===== src/rtl/matrix_coprocessor_pkg.sv =====
// Shared definitions for the sequential matrix coprocessor: op codes, FSM
// state encoding, packed-matrix element indexing and element range handling
// (overflow detection plus wrap/clamp).
package matrix_coprocessor_pkg;

    localparam logic [2:0] OP_ADD   = 3'b000;
    localparam logic [2:0] OP_SUB   = 3'b001;
    localparam logic [2:0] OP_MMUL  = 3'b010;
    localparam logic [2:0] OP_SMUL  = 3'b011;
    localparam logic [2:0] OP_TRANS = 3'b101;
    localparam logic [2:0] OP_NEG   = 3'b110;

    // Widest element supported and the matching full-precision intermediate.
    localparam int MAX_ELEM_W = 16;
    localparam int ACC_MAX_W  = 2 * MAX_ELEM_W + 3;

    typedef enum logic [1:0] {
        ST_IDLE = 2'd0,
        ST_RUN  = 2'd1,
        ST_DONE = 2'd2
    } state_t;

    // Linear element index of (r,c) inside a packed N_MAX x N_MAX bus.
    function automatic int idx(input int r, input int c, input int n_max);
        return r * n_max + c;
    endfunction

    function automatic logic op_legal(input logic [2:0] op);
        return !((op == 3'b100) || (op == 3'b111));
    endfunction

    function automatic logic signed [ACC_MAX_W-1:0] elem_max(input int elem_w);
        return (ACC_MAX_W'(1) <<< (elem_w - 1)) - ACC_MAX_W'(1);
    endfunction

    function automatic logic in_range(input logic signed [ACC_MAX_W-1:0] v,
                                      input int elem_w);
        logic signed [ACC_MAX_W-1:0] hi;
        logic signed [ACC_MAX_W-1:0] lo;
        hi = elem_max(elem_w);
        lo = -hi - ACC_MAX_W'(1);
        return (v <= hi) && (v >= lo);
    endfunction

    // Returns the value to store; the caller keeps the low elem_w bits, which
    // for the wrap policy is exactly two's-complement wrap.
    function automatic logic signed [ACC_MAX_W-1:0] fit_value(
        input logic signed [ACC_MAX_W-1:0] v,
        input int                          elem_w,
        input bit                          sat
    );
        logic signed [ACC_MAX_W-1:0] hi;
        logic signed [ACC_MAX_W-1:0] lo;
        hi = elem_max(elem_w);
        lo = -hi - ACC_MAX_W'(1);
        if (sat && (v > hi)) return hi;
        if (sat && (v < lo)) return lo;
        return v;
    endfunction

endpackage


===== src/rtl/matrix_elem_alu.sv =====
// Combinational single-element ALU. Computes result element (r,c) for the
// given op from the latched operand matrices, at full precision, then applies
// the wrap or saturate policy.
// Ports: op, r, c, n (active dimension), matrix_a, matrix_b, scalar in;
//        elem (stored value) and elem_ovf (intermediate out of range) out.
module matrix_elem_alu
    import matrix_coprocessor_pkg::*;
#(
    parameter int ELEM_W   = 8,
    parameter int N_MAX    = 5,
    parameter int SATURATE = 0,
    parameter int IDX_W    = $clog2(N_MAX + 1)
) (
    input  logic        [2:0]                      op,
    input  logic        [IDX_W-1:0]                r,
    input  logic        [IDX_W-1:0]                c,
    input  logic        [IDX_W-1:0]                n,
    input  logic        [N_MAX*N_MAX*ELEM_W-1:0]   matrix_a,
    input  logic        [N_MAX*N_MAX*ELEM_W-1:0]   matrix_b,
    input  logic signed [ELEM_W-1:0]               scalar,
    output logic signed [ELEM_W-1:0]               elem,
    output logic                                   elem_ovf
);

    localparam int ACC_W = 2 * ELEM_W + 3;

    logic signed [ELEM_W-1:0]    a_m [N_MAX][N_MAX];
    logic signed [ELEM_W-1:0]    b_m [N_MAX][N_MAX];
    logic signed [ACC_W-1:0]     acc;
    logic signed [ACC_MAX_W-1:0] acc_x;

    always_comb begin
        for (int rr = 0; rr < N_MAX; rr++) begin
            for (int cc = 0; cc < N_MAX; cc++) begin
                a_m[rr][cc] = matrix_a[idx(rr, cc, N_MAX)*ELEM_W +: ELEM_W];
                b_m[rr][cc] = matrix_b[idx(rr, cc, N_MAX)*ELEM_W +: ELEM_W];
            end
        end
    end

    always_comb begin
        acc = '0;
        case (op)
            OP_ADD:   acc = ACC_W'(a_m[r][c]) + ACC_W'(b_m[r][c]);
            OP_SUB:   acc = ACC_W'(a_m[r][c]) - ACC_W'(b_m[r][c]);
            OP_NEG:   acc = -ACC_W'(a_m[r][c]);
            OP_SMUL:  acc = ACC_W'(a_m[r][c]) * ACC_W'(scalar);
            OP_TRANS: acc = ACC_W'(a_m[c][r]);
            OP_MMUL: begin
                // Terms beyond the active dimension are skipped so stale
                // operand data outside the n x n block never contributes.
                for (int k = 0; k < N_MAX; k++) begin
                    if (IDX_W'(k) < n) begin
                        acc = acc + ACC_W'(a_m[r][k]) * ACC_W'(b_m[k][c]);
                    end
                end
            end
            default:  acc = '0;
        endcase
    end

    assign acc_x    = ACC_MAX_W'(acc);
    assign elem     = ELEM_W'(fit_value(acc_x, ELEM_W, bit'(SATURATE != 0)));
    assign elem_ovf = !in_range(acc_x, ELEM_W);

endmodule


===== src/rtl/matrix_coprocessor_seq.sv =====
// Sequential matrix coprocessor. A start strobe in IDLE latches the operands
// and op; RUN then produces one result element per clock in row scan order;
// DONE pulses done for one cycle. result/overflow/error hold until the next
// accepted command.
// Ports: clk, reset (sync, active-high), start, op_code, matrix_size,
//        matrix_a, matrix_b, scalar in; busy, done, overflow, error, result out.
module matrix_coprocessor_seq
    import matrix_coprocessor_pkg::*;
#(
    parameter int ELEM_W   = 8,
    parameter int N_MAX    = 5,
    parameter int SATURATE = 0
) (
    input  logic                              clk,
    input  logic                              reset,
    input  logic                              start,
    input  logic        [2:0]                 op_code,
    input  logic        [1:0]                 matrix_size,
    input  logic        [N_MAX*N_MAX*ELEM_W-1:0] matrix_a,
    input  logic        [N_MAX*N_MAX*ELEM_W-1:0] matrix_b,
    input  logic signed [ELEM_W-1:0]          scalar,
    output logic                              busy,
    output logic                              done,
    output logic                              overflow,
    output logic                              error,
    output logic        [N_MAX*N_MAX*ELEM_W-1:0] result
);

    localparam int IDX_W = $clog2(N_MAX + 1);
    localparam int MAT_W = N_MAX * N_MAX * ELEM_W;

    state_t                   state_q, state_nx;
    logic        [2:0]        op_q;
    logic        [IDX_W-1:0]  n_q, n_start;
    logic        [MAT_W-1:0]  a_q, b_q;
    logic signed [ELEM_W-1:0] scalar_q;
    logic        [IDX_W-1:0]  r_q, c_q;
    logic        [MAT_W-1:0]  result_q;
    logic                     ovf_q, err_q;
    logic signed [ELEM_W-1:0] elem;
    logic                     elem_ovf;
    logic                     last_elem;

    always_comb begin
        if (int'(matrix_size) + 2 > N_MAX) n_start = IDX_W'(N_MAX);
        else                               n_start = IDX_W'(int'(matrix_size) + 2);
    end

    assign last_elem = (r_q == n_q - IDX_W'(1)) && (c_q == n_q - IDX_W'(1));

    matrix_elem_alu #(
        .ELEM_W   (ELEM_W),
        .N_MAX    (N_MAX),
        .SATURATE (SATURATE),
        .IDX_W    (IDX_W)
    ) u_alu (
        .op       (op_q),
        .r        (r_q),
        .c        (c_q),
        .n        (n_q),
        .matrix_a (a_q),
        .matrix_b (b_q),
        .scalar   (scalar_q),
        .elem     (elem),
        .elem_ovf (elem_ovf)
    );

    always_ff @(posedge clk) begin
        if (reset) state_q <= ST_IDLE;
        else       state_q <= state_nx;
    end

    always_comb begin
        state_nx = state_q;
        busy     = 1'b0;
        done     = 1'b0;
        case (state_q)
            ST_IDLE: begin
                if (start) state_nx = op_legal(op_code) ? ST_RUN : ST_DONE;
            end
            ST_RUN: begin
                busy = 1'b1;
                if (last_elem) state_nx = ST_DONE;
            end
            ST_DONE: begin
                done     = 1'b1;
                state_nx = ST_IDLE;
            end
            default: state_nx = ST_IDLE;
        endcase
    end

    always_ff @(posedge clk) begin
        if (reset) begin
            result_q <= '0;
            ovf_q    <= 1'b0;
            err_q    <= 1'b0;
            r_q      <= '0;
            c_q      <= '0;
        end else begin
            case (state_q)
                ST_IDLE: begin
                    if (start) begin
                        op_q     <= op_code;
                        n_q      <= n_start;
                        a_q      <= matrix_a;
                        b_q      <= matrix_b;
                        scalar_q <= scalar;
                        result_q <= '0;
                        ovf_q    <= 1'b0;
                        err_q    <= !op_legal(op_code);
                        r_q      <= '0;
                        c_q      <= '0;
                    end
                end
                ST_RUN: begin
                    for (int rr = 0; rr < N_MAX; rr++) begin
                        for (int cc = 0; cc < N_MAX; cc++) begin
                            if ((IDX_W'(rr) == r_q) && (IDX_W'(cc) == c_q)) begin
                                result_q[idx(rr, cc, N_MAX)*ELEM_W +: ELEM_W] <= elem;
                            end
                        end
                    end
                    ovf_q <= ovf_q | elem_ovf;
                    if (c_q == n_q - IDX_W'(1)) begin
                        c_q <= '0;
                        r_q <= r_q + IDX_W'(1);
                    end else begin
                        c_q <= c_q + IDX_W'(1);
                    end
                end
                default: ;
            endcase
        end
    end

    assign result   = result_q;
    assign overflow = ovf_q;
    assign error    = err_q;

endmodule


===== config.mk =====
export PLATFORM = sky130hd
export DESIGN_NAME = matrix_coprocessor_seq
export DESIGN_NICKNAME = d
export VERILOG_FILES = /design/src/rtl/matrix_coprocessor_pkg.sv /design/src/rtl/matrix_elem_alu.sv /design/src/rtl/matrix_coprocessor_seq.sv
export SDC_FILE = /design/constraint.sdc
export NUM_CORES = 2
export LEC_CHECK = 0
export CAP_MARGIN = 0
export CORE_ASPECT_RATIO = 2
export CORE_MARGIN = 2
export CORE_UTILIZATION = 37
export DETAILED_ROUTE_END_ITERATION = 6
export PLACE_DENSITY = 0.58
export SLEW_MARGIN = 20
export SYNTH_ARGS = -nofsm -noshare
export SYNTH_HDL_FRONTEND = slang
export SYNTH_SLANG_ARGS = --single-unit

===== constraint.sdc =====
create_clock -name clk -period 68.8 [get_ports clk]
set_input_delay 17.2 -clock clk [delete_from_list [all_inputs] [get_ports clk]]
set_output_delay 17.2 -clock clk [all_outputs]
set_load 0.01 [all_outputs]

# After elaboration in Yosys (flattened, before gate mapping)
# Index checks and enable logic that the tools add are counted.
word_totals:
  register_bits: 624
  in_bits: 416
  wordCells: 260
classes:
  bitwise_logic: 4
  eq_ne: 47
  magnitude_cmp: 10
  reduce_logical: 64
  addsub: 11
  mux: 83
  multipliers: 6
ops:
  columns: ["op", "n"]
  rows:
  - ["200-bit case mux with 2 select lines", 1]
  - ["40-bit binary-select mux with 3-bit select", 3]
  - ["8-bit 2-to-1 mux", 41]
  - ["40-bit 2-to-1 mux", 6]
  - ["200-bit 2-to-1 mux", 1]
  - ["8-bit binary-select mux with 3-bit select", 8]
  - ["19-bit 2-to-1 mux", 9]
  - ["19-bit case mux with 6 select lines", 1]
  - ["8-bit by 8-bit multiplier with 16-bit output", 6]
  - ["3-bit AND reduction", 27]
  - ["19-bit adder", 4]
  - ["2-bit inequality test (second input constant)", 28]
  - ["32-bit by 4-bit greater-than comparator with 1-bit output (second input constant)", 1]
  - ["1-bit logical AND", 27]
  - ["19-bit by 8-bit >= comparator with 1-bit output (second input constant)", 1]
  - ["19-bit by 8-bit <= comparator with 1-bit output (second input constant)", 1]
  - ["8-bit negation with 19-bit output", 1]
  - ["2-bit by 3-bit equality test with 1-bit output (first input constant)", 4]
  - ["3-bit equality test (second input constant)", 4]
  - ["3-bit case mux with 2 select lines", 2]
  - ["8-bit by 8-bit adder with 9-bit output", 1]
  - ["3-bit logical NOT", 3]
  - ["3-bit 2-to-1 mux", 3]
  - ["8-bit by 8-bit subtractor with 9-bit output", 1]
  - ["26 further kinds", 41]

# Depth between registers and ports, before layout
logic_depth:
  ltp_word: 24
  mapped_depth: 61

# Hierarchy
# Synthesis repeated with hierarchy kept, for this count alone.
unflattened:
  cells_unflattened: 4441
  area_unflattened_um2: 48352.6
by_module_without_submodules:
  columns: ["mod", "area_per_inst_um2", "instances", "cells_per_inst"]
  rows:
  - ["matrix_elem_alu", 26924.6, 1, 3064]
  - ["matrix_coprocessor_seq", 21428.1, 1, 1377]

# Worst setup path after synthesis
# Ideal clock, no wire load.
synth_timing:
  path_kind: "in2reg"
  start: "input reset"
  end: "register a_q[0], enable pin"
  cell_stages: 4
  setup_time_ns: 1.202
  n_path_buf: 3
  path_slack_ns: 32.701
  arrival_ns: 34.897
  path_cell_list: "clkbuf_1 -> clkbuf_1 -> clkbuf_1 -> nor2_1"
synth_between:
  elab_chain_len: 2
synth_rtl:
  columns: ["element", "line_no", "text"]
  rows:
  - ["from (decl)", "matrix_coprocessor_seq.sv:15", "input logic reset,"]
  - ["1-bit NOT (no source line)", null, null]
  - ["3-bit AND reduction (no source line)", null, null]
  - ["to (signal assigned)", "matrix_coprocessor_seq.sv:106", "a_q <= matrix_a;"]
  - ["to (decl)", "matrix_coprocessor_seq.sv:35", "logic [MAT_W-1:0] a_q, b_q;"]
# No other way between the ends.
# A chain may end at the register's enable or synchronous reset.

# Worst setup path in the final report
layout_timing:
  start: "input start"
  end: "register a_q[109], enable pin"
layout_between:
  elab_chain_len: 1
layout_rtl:
  columns: ["element", "line_no", "text"]
  rows:
  - ["from (decl)", "matrix_coprocessor_seq.sv:16", "input logic start,"]
  - ["3-bit AND reduction (no source line)", null, null]
# No other way between the ends.

==> results.cfg <==
[status]
outcome = complete, no violations

[finish]
register_area_mm2 = 0.01666
fillers = 11970
synthToLayoutAreaGrowth_pct = 21.96
finalNetCount = 6027
multi_input_area_mm2 = 0.02781
layout-drive-gt1-share = 0.07980

[detailed_routing]
vias = 37240
drtPass1Iterations = 6
avgRoutedWirePerCell_um = 26.90
drt-total-wl_mm = 181.2
vias_per_cell = 5.530
drc = 0
antenna_left = 0
drt_iter0_markers = 2679

[timing]
hold_viol_final = 0
tightest_slew_ns = 1.203
final_max_slew_viol_count = 0
max_slew_margin = 0.1978
fin_setup_tns_ns = 0
skew_ns = 0.08553
setup_viol = 0
rsz0062_at_grt = no
fin_crit_sh = 0.3049
fin_crit_ns = 20.98
fmax_mhz = 47.67

[synth]
ys_top_cells_by_count = nor2_1, inv_1, edfxtp_1, fa_1, nand2_1
async_flop_share = 0
yosys.cell_count.top_type = nor2_1
synth-seq-cells = 624
synth_top_area_frac = 0.2653
synth_fp_nets = 5443
yosysUniqueCellTypes = 97
synth-edff-count = 414
syn_area_per_cell_um2 = 10.61
netlist_area_mm2 = 0.04685
synthTopCellsByArea = edfxtp_1, fa_1, dfxtp_1, ha_1, mux4_2
seq_area_frac_synth = 0.3551
yosysWarnings = 0
yosys_most_used_dff = edfxtp_1
synth_top_area_cell = edfxtp_1
synth_cells = 4416

[worst_setup_path]
arrival_ns = 21.25
worstPathMaxFanout = 84
criticalPathCategory = in2reg
r2r_setup_slack_ns = 54.52
timing.rr.end = overflow
reg2reg_from = c_q[0]
required_ns = 69.08
worst_setup_path_start_kind = input port
endpoint_kind = flop
rr_worst_depth = 50

[floorplanning]
row_count = 184
io_pins = 620
start_util = 0.3727
dieArea_mm2 = 0.1297
fp.dieH_um = 507.3
coreArea_mm2 = 0.1257
die_w_um = 255.6

[min_path]
hold_depth = 2
hold_end = result[15]
hp-class = reg2reg
min_from = result[15]

[clocking]
numCtsBuffers = 59
h-tree-depth = 2
clock_latency_ns = 0.71
postCtsHoldBufs = 0
ctsResizeCount = 0
cts.reportedPaths.clkPinSlew_ns = 0.07
tritoncts = done
cts.sinks = 624
root_buffer = clkbuf_16
clockBufferDepth = 3
post_cts_buffers = 0

[global_routing]
grt_start_max_net_pins = 95
antenna_found_initial = 32
grt_pass1_vias = 39840
grt_pass1_wl_mm = 263.2
grt_overflow = 0
grt_use_total = 0.2762

[placed_design]
io_buffers = 619
place.gp.congestion = 0.9331
dp_hpwl_mm = 144.2

[run]
max-cap-violations = 0
[worst max-delay path by stage]
stage,start,to,cells after the start
global placement,start,a_q[109],6
CTS,start,a_q[140],6
detailed placement,start,a_q[109],6
global route,start,a_q[144],6
finish,start,a_q[109],6
floorplan,reset,a_q[0],4
[routing by layer]
metal	wire, um	vias to the layer above	global-route usage
li1	-	16670	-
met1	62080	18600	0.2853
met2	92340	1518	0.5006
met3	13380	434	0.06598
met4	13210	24	0.1736
met5	159	-	0
[worst max-delay path, cell delays in order]
cell	delay (ns)
clkdlybuf4s50_1	0.52
nand2_1	0.48
nor2_4	0.46
buf_4	0.60
buf_4	0.82
buf_4	0.95
[state kept, by name, indices dropped and copies added (netlist names), 3 cells and up]
name      count
r_q           3
n_q           3
result      200
c_q           3
op_q          3
scalar_q      8
a_q         200
b_q         200
[through the flow]
step | std cells | hold WS, ns | setup slack, ns | cell area, um^2 | utilization
final | 6734 | 0.4599 | 47.82 | 57140 | 0.4546
after global routing | 6731 | 0.4825 | 47.61 | 57130 | 0.4545
after CTS | 6724 | 0.4601 | 47.91 | 57110 | 0.4543
after detailed placement | 6613 | 0.4455 | 47.20 | 55130 | 0.4386
after global placement | 6613 | 0.4444 | 47.27 | 55120 | 0.4385
after floorplan | 4416 | 0.4454 | 32.70 | 46850 | -
[final cells by class]
| cell class | instances | area share |
|---|---|---|
| Inverter | 442 | 0.02903 |
| Antenna cell | 10 | 0.0004379 |
| Clock buffer | 76 | 0.02801 |
| Multi-Input combinational cell | 3162 | 0.4868 |
| Timing Repair Buffer | 711 | 0.1210 |
| Tap cell | 1674 | 0.03666 |
| Sequential cell | 624 | 0.2915 |
| Clock inverter | 35 | 0.006635 |
[logic make-up after synthesis]
group                    synth area share
AO/OA/AOI/OAI                      0.1128
XOR/XNOR                          0.03319
adder cells (fa/ha/maj)            0.2170
buffers and inverters             0.05344
flip-flops                         0.3551
multiplexers                       0.1172
AND/OR/NAND/NOR                    0.1113
[cell usage in the layout (no fill, tap or decap), drive strengths merged, types with 11 or more instances in the layout]
| cell type | netlist | routed |
|---|---|---|
| clkdlybuf4s50 | 0 | 618 |
| nor2 | 535 | 535 |
| inv | 439 | 441 |
| edfxtp | 414 | 414 |
| fa | 336 | 336 |
| nand2 | 328 | 328 |
| ha | 275 | 275 |
| mux2i | 254 | 254 |
| a21oi | 235 | 235 |
| dfxtp | 210 | 210 |
| xnor2 | 135 | 135 |
| mux4 | 113 | 113 |
| o21ai | 102 | 102 |
| buf | 71 | 93 |
| clkbuf | 117 | 76 |
| nor2b | 65 | 65 |
| o22ai | 59 | 59 |
| a22oi | 53 | 53 |
| nor3 | 52 | 52 |
| a211oi | 44 | 44 |
| nand2b | 44 | 44 |
| a21o | 41 | 41 |
| xor2 | 40 | 40 |
| mux2 | 36 | 36 |
| a31oi | 36 | 36 |
| nand3 | 34 | 34 |
| and2 | 34 | 34 |
| o21bai | 30 | 30 |
| clkinv | 3 | 30 |
| o211ai | 22 | 22 |
| or2 | 18 | 18 |
| and3 | 17 | 17 |
| o21a | 17 | 17 |
| a221oi | 16 | 16 |
| o22a | 15 | 15 |
| o31ai | 14 | 14 |
| o32ai | 12 | 12 |
| a31o | 11 | 11 |
| or3 | 11 | 11 |
Power is left out: the tool's default activity adds up to more than one toggle a clock period on the data nets, which glitch-free logic cannot reach.
